## src/rtl/fifo_rd_pkg.sv

```systemverilog
// Shared types and defaults for the async-FIFO read-side drain logic.
package fifo_rd_pkg;

  localparam int unsigned DefDataWidth   = 8;
  localparam int unsigned DefBusyTimeout = 15;

  typedef enum logic [1:0] {
    IDLE      = 2'd0,
    SEND      = 2'd1,
    WAIT_DONE = 2'd2
  } rd_state_e;

endpackage

```

## src/rtl/bit_sync2.sv

```systemverilog
// Generic two-flop single-bit synchronizer with active-low asynchronous reset.
module bit_sync2 (
  input  logic clk_i,
  input  logic rst_ni,
  input  logic d_i,
  output logic q_o
);

  logic meta_q;

  always_ff @(posedge clk_i or negedge rst_ni) begin
    if (!rst_ni) begin
      meta_q <= 1'b0;
      q_o    <= 1'b0;
    end else begin
      meta_q <= d_i;
      q_o    <= meta_q;
    end
  end

endmodule

```

## src/rtl/fifo_rd_drain.sv

```systemverilog
// Pops words from the async FIFO read side and hands them to the UART TX
// with a level valid/busy handshake and a sticky busy-timeout flag.
module fifo_rd_drain
  import fifo_rd_pkg::*;
#(
  parameter int unsigned DATA_WIDTH   = DefDataWidth,
  parameter int unsigned BUSY_TIMEOUT = DefBusyTimeout
) (
  input  logic                  R_CLK,
  input  logic                  R_RST,
  input  logic                  EN,
  input  logic                  R_EMPTY,
  input  logic [DATA_WIDTH-1:0] RD_DATA,
  input  logic                  TX_BUSY,
  output logic                  R_INC,
  output logic [DATA_WIDTH-1:0] TX_P_DATA,
  output logic                  TX_DATA_VALID,
  output logic                  TX_ERR
);

  localparam int unsigned    CntW    = $clog2(BUSY_TIMEOUT + 1);
  localparam logic [CntW-1:0] CntLast = CntW'(BUSY_TIMEOUT - 1);

  rd_state_e       state_q;
  logic [CntW-1:0] cnt_q;
  logic            busy_s;

  bit_sync2 u_busy_sync (
    .clk_i  (R_CLK),
    .rst_ni (R_RST),
    .d_i    (TX_BUSY),
    .q_o    (busy_s)
  );

  always_ff @(posedge R_CLK or negedge R_RST) begin
    if (!R_RST) begin
      state_q       <= IDLE;
      cnt_q         <= '0;
      R_INC         <= 1'b0;
      TX_P_DATA     <= '0;
      TX_DATA_VALID <= 1'b0;
      TX_ERR        <= 1'b0;
    end else begin
      case (state_q)
        IDLE: begin
          R_INC <= 1'b0;
          if (EN && !R_EMPTY && !busy_s) begin
            TX_P_DATA     <= RD_DATA;
            TX_DATA_VALID <= 1'b1;
            R_INC         <= 1'b1;
            cnt_q         <= '0;
            state_q       <= SEND;
          end
        end
        SEND: begin
          R_INC <= 1'b0;
          // Busy has priority over the terminal count: an accepted frame is never an error.
          if (busy_s) begin
            TX_DATA_VALID <= 1'b0;
            state_q       <= WAIT_DONE;
          end else if (cnt_q == CntLast) begin
            TX_DATA_VALID <= 1'b0;
            TX_ERR        <= 1'b1;
            state_q       <= IDLE;
          end else begin
            cnt_q <= cnt_q + 1'b1;
          end
        end
        WAIT_DONE: begin
          R_INC <= 1'b0;
          if (!busy_s) begin
            state_q <= IDLE;
          end
        end
        default: begin
          R_INC         <= 1'b0;
          TX_DATA_VALID <= 1'b0;
          state_q       <= IDLE;
        end
      endcase
    end
  end

endmodule

```

## config.mk

```make
export PLATFORM = sky130hd
export DESIGN_NAME = fifo_rd_drain
export DESIGN_NICKNAME = d
export VERILOG_FILES = /design/src/rtl/fifo_rd_pkg.sv /design/src/rtl/bit_sync2.sv /design/src/rtl/fifo_rd_drain.sv
export SDC_FILE = /design/constraint.sdc
export NUM_CORES = 1
export LEC_CHECK = 0
export BUFFER_PORTS_ARGS = -buffer_cell sky130_fd_sc_hd__clkbuf_2
export CORE_MARGIN = 3
export CORE_UTILIZATION = 47
export CTS_BUF_LIST = sky130_fd_sc_hd__clkbuf_8 sky130_fd_sc_hd__clkbuf_16
export DETAILED_ROUTE_END_ITERATION = 8
export PLACE_DENSITY = 0.74
export SLEW_MARGIN = 0
export SYNTH_ARGS = -nofsm -noshare
export SYNTH_HDL_FRONTEND = slang
export SYNTH_SLANG_ARGS = --single-unit
```

## constraint.sdc

```tcl
create_clock -name R_CLK -period 1.74 [get_ports R_CLK]
set_input_delay 0.261 -clock R_CLK [delete_from_list [all_inputs] [get_ports R_CLK]]
set_output_delay 0.261 -clock R_CLK [all_outputs]
set_load 0.1 [all_outputs]
```

=== Yosys cells after proc, flatten, opt, wreduce, memory -nomap -nowiden ===
Index checks and enable logic that the tools add are counted.

* Register bits: 19
* Word-level logic and storage cells: 45
* Output and inout port bits: 11
* Input port bits: 13

* Bitwise gates (word level): 2
* Mux-type cells: 15
* Reduce and logical (&&, ||, !) cells: 11
* Equality and inequality tests: 8
* $add $sub $neg: 1

{| class="wikitable"
|+ Operators with widths
! cell !! number
|-
| two-way mux 4 bit || 3
|-
| AND reduction 3 bit || 3
|-
| two-way mux 2 bit || 4
|-
| inequality test 2 bit, second input constant || 4
|-
| one-hot mux 4 bit (2 select lines) || 1
|-
| one-hot mux 2 bit (3 select lines) || 1
|-
| two-way mux 1 bit || 5
|-
| adder 4 x 1 -> 4 bit, second input constant || 1
|-
| == test 4 bit, second input constant || 1
|-
| AND reduction 4 bit || 1
|-
| inequality test 3 x 2 -> 1 bit, second input constant || 1
|-
| one-hot mux 1 bit (3 select lines) || 1
|-
| == test 2 x 1 -> 1 bit, second input constant || 1
|-
| == test 2 bit, second input constant || 1
|-
| logical AND 1 bit || 2
|-
| logical NOT 1 bit || 2
|-
| logical NOT 2 bit || 1
|-
| NOT 1 bit || 2
|-
| AND reduction 2 bit || 1
|-
| nonzero test 2 bit || 1
|}

=== Logic depth before layout (Yosys ltp) ===
* Depth in word-level cells: 5
* Mapped depth: 6
* Mapped depth without buffers: 6

=== Cells and area by module ===
A second synthesis with hierarchy kept.

* Cells, all modules: 66
* Area total of the unflattened synthesis: 879.6 um^2

{| class="wikitable"
|+ By module, submodules not included
! module !! instances !! cells an instance !! area each (um^2)
|-
| fifo_rd_drain || 1 || 64 || 829.5
|-
| bit_sync2 || 1 || 2 || 50.0
|}

=== Worst setup path before layout ===
OpenSTA, ideal clock, no wires.

* Path type: reg-to-reg
* From: register state_q[1]
* To: register TX_P_DATA[0]
* Library setup time: 125 ps
* Required time: 1615 ps
* Cell stages (with the launch flop): 5
* Arrival time: 1331 ps
* Period minus slack after synthesis: 1457 ps
* Setup slack: 283 ps
* Buffers on the path: 1
* Cells stage by stage: dfrtp_1 -> nor4_1 -> and2_1 -> buf_2 -> mux2_2

* Cells in the longest elaborated chain, start to end: 2

{| class="wikitable"
|+ RTL lines
! element !! line !! source
|-
| start, declared || fifo_rd_drain.sv:24 || <nowiki>rd_state_e state_q;</nowiki>
|-
| start signal, assigned || fifo_rd_drain.sv:37 || <nowiki>state_q <= IDLE;</nowiki>
|-
| start signal, assigned || fifo_rd_drain.sv:52 || <nowiki>state_q <= SEND;</nowiki>
|-
| start signal, assigned || fifo_rd_drain.sv:60 || <nowiki>state_q <= WAIT_DONE;</nowiki>
|-
| logical NOT 2 bit || fifo_rd_drain.sv:44 || <nowiki>case (state_q)</nowiki>
|-
| AND reduction 2 bit (no source line) || - ||
|-
| end signal, assigned || fifo_rd_drain.sv:40 || <nowiki>TX_P_DATA <= '0;</nowiki>
|-
| end signal, assigned || fifo_rd_drain.sv:48 || <nowiki>TX_P_DATA <= RD_DATA;</nowiki>
|-
| end, declared || fifo_rd_drain.sv:16 || <nowiki>output logic [DATA_WIDTH-1:0] TX_P_DATA,</nowiki>
|}

No other way between the ends.
A chain may end at the register's enable or synchronous reset.

=== Worst setup path in the final report ===
* From: register cnt_q[0]
* To: register cnt_q[1]

* Cells in the longest elaborated chain, start to end: 4
* Elaborated cells on any way between the ends: 7
* Classes of those cells: 1 x add/sub; 2 x eq/ne; 3 x mux; 1 x reduce/logical

{| class="wikitable"
|+ RTL lines
! element !! line !! source
|-
| start, declared || fifo_rd_drain.sv:25 || <nowiki>logic [CntW-1:0] cnt_q;</nowiki>
|-
| start signal, assigned || fifo_rd_drain.sv:66 || <nowiki>cnt_q <= cnt_q + 1'b1;</nowiki>
|-
| adder 4 x 1 -> 4 bit || fifo_rd_drain.sv:66 ||
|-
| two-way mux 4 bit || fifo_rd_drain.sv:61 || <nowiki>end else if (cnt_q == CntLast) begin</nowiki>
|-
| two-way mux 4 bit || fifo_rd_drain.sv:58 || <nowiki>if (busy_s) begin</nowiki>
|-
| one-hot mux 4 bit (2 select lines) || fifo_rd_drain.sv:44 ||
|}

Several ways; a longest one is shown, not always the timed one. The select of a mux whose other input is x is not followed.

==> summary.md <==
| Metric | Value |
|---|---|
| DRC | `0` |
| Final Hold Vio Count | `0` |
| Yosys warnings | `0` |
| Post-CTS Setup Inserts | `0` |
| Hold Crit Class | `in -> reg` |
| Max clock buf depth | `2` |
| H-tree levels | `1` |
| Routability cong. | `0.739` |
| Status | `finished, final reports clean` |
| Fin cells | `97` |
| Crit path DAT | `1.73 ns` |
| # clock sinks | `19` |
| #FFs+latches synth | `19` |
| IO Port Bufs | `23` |
| Endpoints failing setup | `0` |
| CP required | `1.92 ns` |
| Routed len/inst | `13.2 um` |
| Die footprint | `2140 sq um` |
| Final TNS setup | `0 ns` |
| Starting DRT DRC Count | `4` |
| P&R area growth vs syn | `25.2%` |
| Diodes inserted | `0` |
| Fmax | `0.642 GHz` |
| Die outline width | `46.2 um` |
| Worst setup SP type | `flop` |
| P_leak | `0.484 nW` |
| Pin count of the biggest net entering global routing | `20` |
| Initial antenna violation count | `0` |
| Site row count | `13` |
| Critical path type | `reg -> reg` |
| Unrepaired setup endpoints after global routing | `no` |
| I/O pin cnt | `24` |
| Part of the cycle the worst path needs | `89.6%` |
| TritonCTS Buffers | `3` |
| Worst Path Max Fanout | `4` |
| Core area | `1400 sq um` |
| Number of instances in the placed design | `92` |
| Final ANT Viol Nets | `0` |
| Drt pass-1 iters | `3` |
| Final WL | `1280 um` |
| HPWL after DPL | `939 um` |
| Post-synthesis instance total | `54` |
| Sequential share of the synthesized area | `62.5%` |
| Vias post-DR | `507` |
| Final Power | `1.58 mW` |
| Syn Area/Cell | `14.1 sq um` |
| Synth unique cells | `22` |
| Clk_lat worst skew | `0.25 ns` |
| Worst setup EP type | `flop` |
| Via density | `5.23` |
| Post-cts resize count | `0` |
| Vias in the first global route | `533` |
| Layout cell share with drive strength beyond 1 | `46.3%` |
| Post-layout nets | `98` |
| GRT Util Overall | `15.4%` |
| Synth top area cells | `dfrtp_1, mux2_2, ha_1` |
| Total gr overflow | `0` |
| Global-route wire length before repair | `2260 um` |
| Slew @ Worst Pin | `0.547 ns` |
| Cell Area, Synth | `761 sq um` |
| Clock Skew | `0.00101 ns` |
| Cell Pwr Density | `1660 nW/um^2` |
| CTS tree | `yes` |
| Slack of the worst reg-to-reg path | `0.18 ns` |
| Synth top area share | `62.5%` |
| Root Driver | `clkbuf_8` |
| Clock Pin Slew Worst Setup and Hold Paths | `0.07 ns` |
| Syn nets | `69` |
| Slew headroom | `63.7%` |
| Max IR drop VDD | `1.05 mV` |
| Final core utilization | `68.1%` |
| Initial core utilization | `54.4%` |
| Post-layout minimum cycle time | `1.56 ns` |
| Top cell type by total area after synthesis | `dfrtp_1` |
| Maxcap violations | `0` |
| Die Y | `46.2 um` |
| Final Max Tran Viols | `0` |
-- flip-flops by register name, indices dropped and copies added (netlist names) --
signal	cells
TX_P_DATA	8
cnt_q	4
state_q	2
R_INC	1
TX_DATA_VALID	1
TX_ERR	1
u_busy_sync.meta_q	1
u_busy_sync.q_o	1
-- cells by family after synthesis --
family / after synthesis / share of synthesized area [%]
AO/OA/AOI/OAI: 8 / 7.07
XOR/XNOR: 1 / 1.15
adder cells (fa/ha/maj): 2 / 3.29
buffers and inverters: 3 / 1.64
flip-flops: 19 / 62.5
multiplexers: 8 / 11.8
AND/OR/NAND/NOR: 13 / 12.5
-- repair_timing --
action,CTS,global route
hold buffers,1,0
hold endpoints to repair,19,0
endpoints found under the setup margin,0,0
-- report_power, final --
part / internal (mW) / switching, mW
Sequential: 0.527 / 0.0605
Clock: 0.157 / 0.138
Combinational: 0.125 / 0.575
-- per-stage QoR --
step | hold slack, ns | setup slack [ns] | instance area, sq um
after floorplan | -0.0346 | 0.283 | 761
after global placement | 0.229 | 0.204 | 897
after detailed placement | 0.231 | 0.209 | 897
after CTS | 0.107 | 0.178 | 952
after global routing | 0.118 | 0.0613 | 952
final | 0.110 | 0.182 | 952
-- synth_stat cells --
cell / count
nand2_2: 1
a21oi_1: 1
a31oi_1: 2
nor4_1: 1
ha_1: 2
xor2_1: 1
dfrtp_1: 19
nand2_1: 1
a41o_1: 1
buf_2: 1
and2_1: 2
a41oi_1: 1
nand3_1: 3
nand2b_1: 1
mux2_2: 8
or3b_2: 1
a21o_1: 1
inv_1: 2
o21ai_0: 2
nand3b_1: 1
or4b_1: 1
nor3b_4: 1
-- cell usage in the layout, fill, tap and decap left out, types with 2 or more instances in the layout --
cell type	netlist	routed
clkbuf_8	0	3
o21ai_0	2	2
and2_1	2	2
a31oi_1	2	2
dfrtp_1	19	19
mux2_2	8	8
inv_1	2	3
ha_1	2	2
nand3_1	3	3
clkbuf_2	0	23
-- worst max-delay path: stages (launching register included) --
cell	delay, ns
dfrtp_1	0.40
inv_1	0.09
ha_1	0.21
nand3_1	0.12
nand2_2	0.08
or4b_1	0.49
o21ai_0	0.08
-- per-layer routing --
| metal | vias up | GRT usage [%] | wire [um] |
|---|---|---|---|
| li1 | 249 | - | - |
| met1 | 237 | 19.6 | 554 |
| met2 | 18 | 23.9 | 618 |
| met3 | 3 | 5.86 | 94 |
| met4 | 0 | 5.11 | 17 |
| met5 | - | 0 | 0 |
-- final timing paths --
kind	startpoint	to	depth (start not counted)
min in group asynchronous	R_RST	cnt_q[1]	2
hold / removal	TX_BUSY	u_busy_sync.meta_q	1
setup / recovery	cnt_q[0]	cnt_q[1]	6
hold reg to reg	u_busy_sync.meta_q	u_busy_sync.q_o	0
setup reg to reg	cnt_q[0]	cnt_q[1]	6
max in group asynchronous	R_RST	TX_P_DATA[2]	2
-- cell type report --
cell class | instances | area (sq um)
flip-flops and latches | 19 | 475
fillers | 112 | 447
multi-input cells | 32 | 273
repair buffers | 25 | 133
clock buffers | 3 | 41.3
well taps | 15 | 18.8
inverters | 2 | 7.51
clock inverters | 1 | 3.75
(Power assumes the default switching activity.)
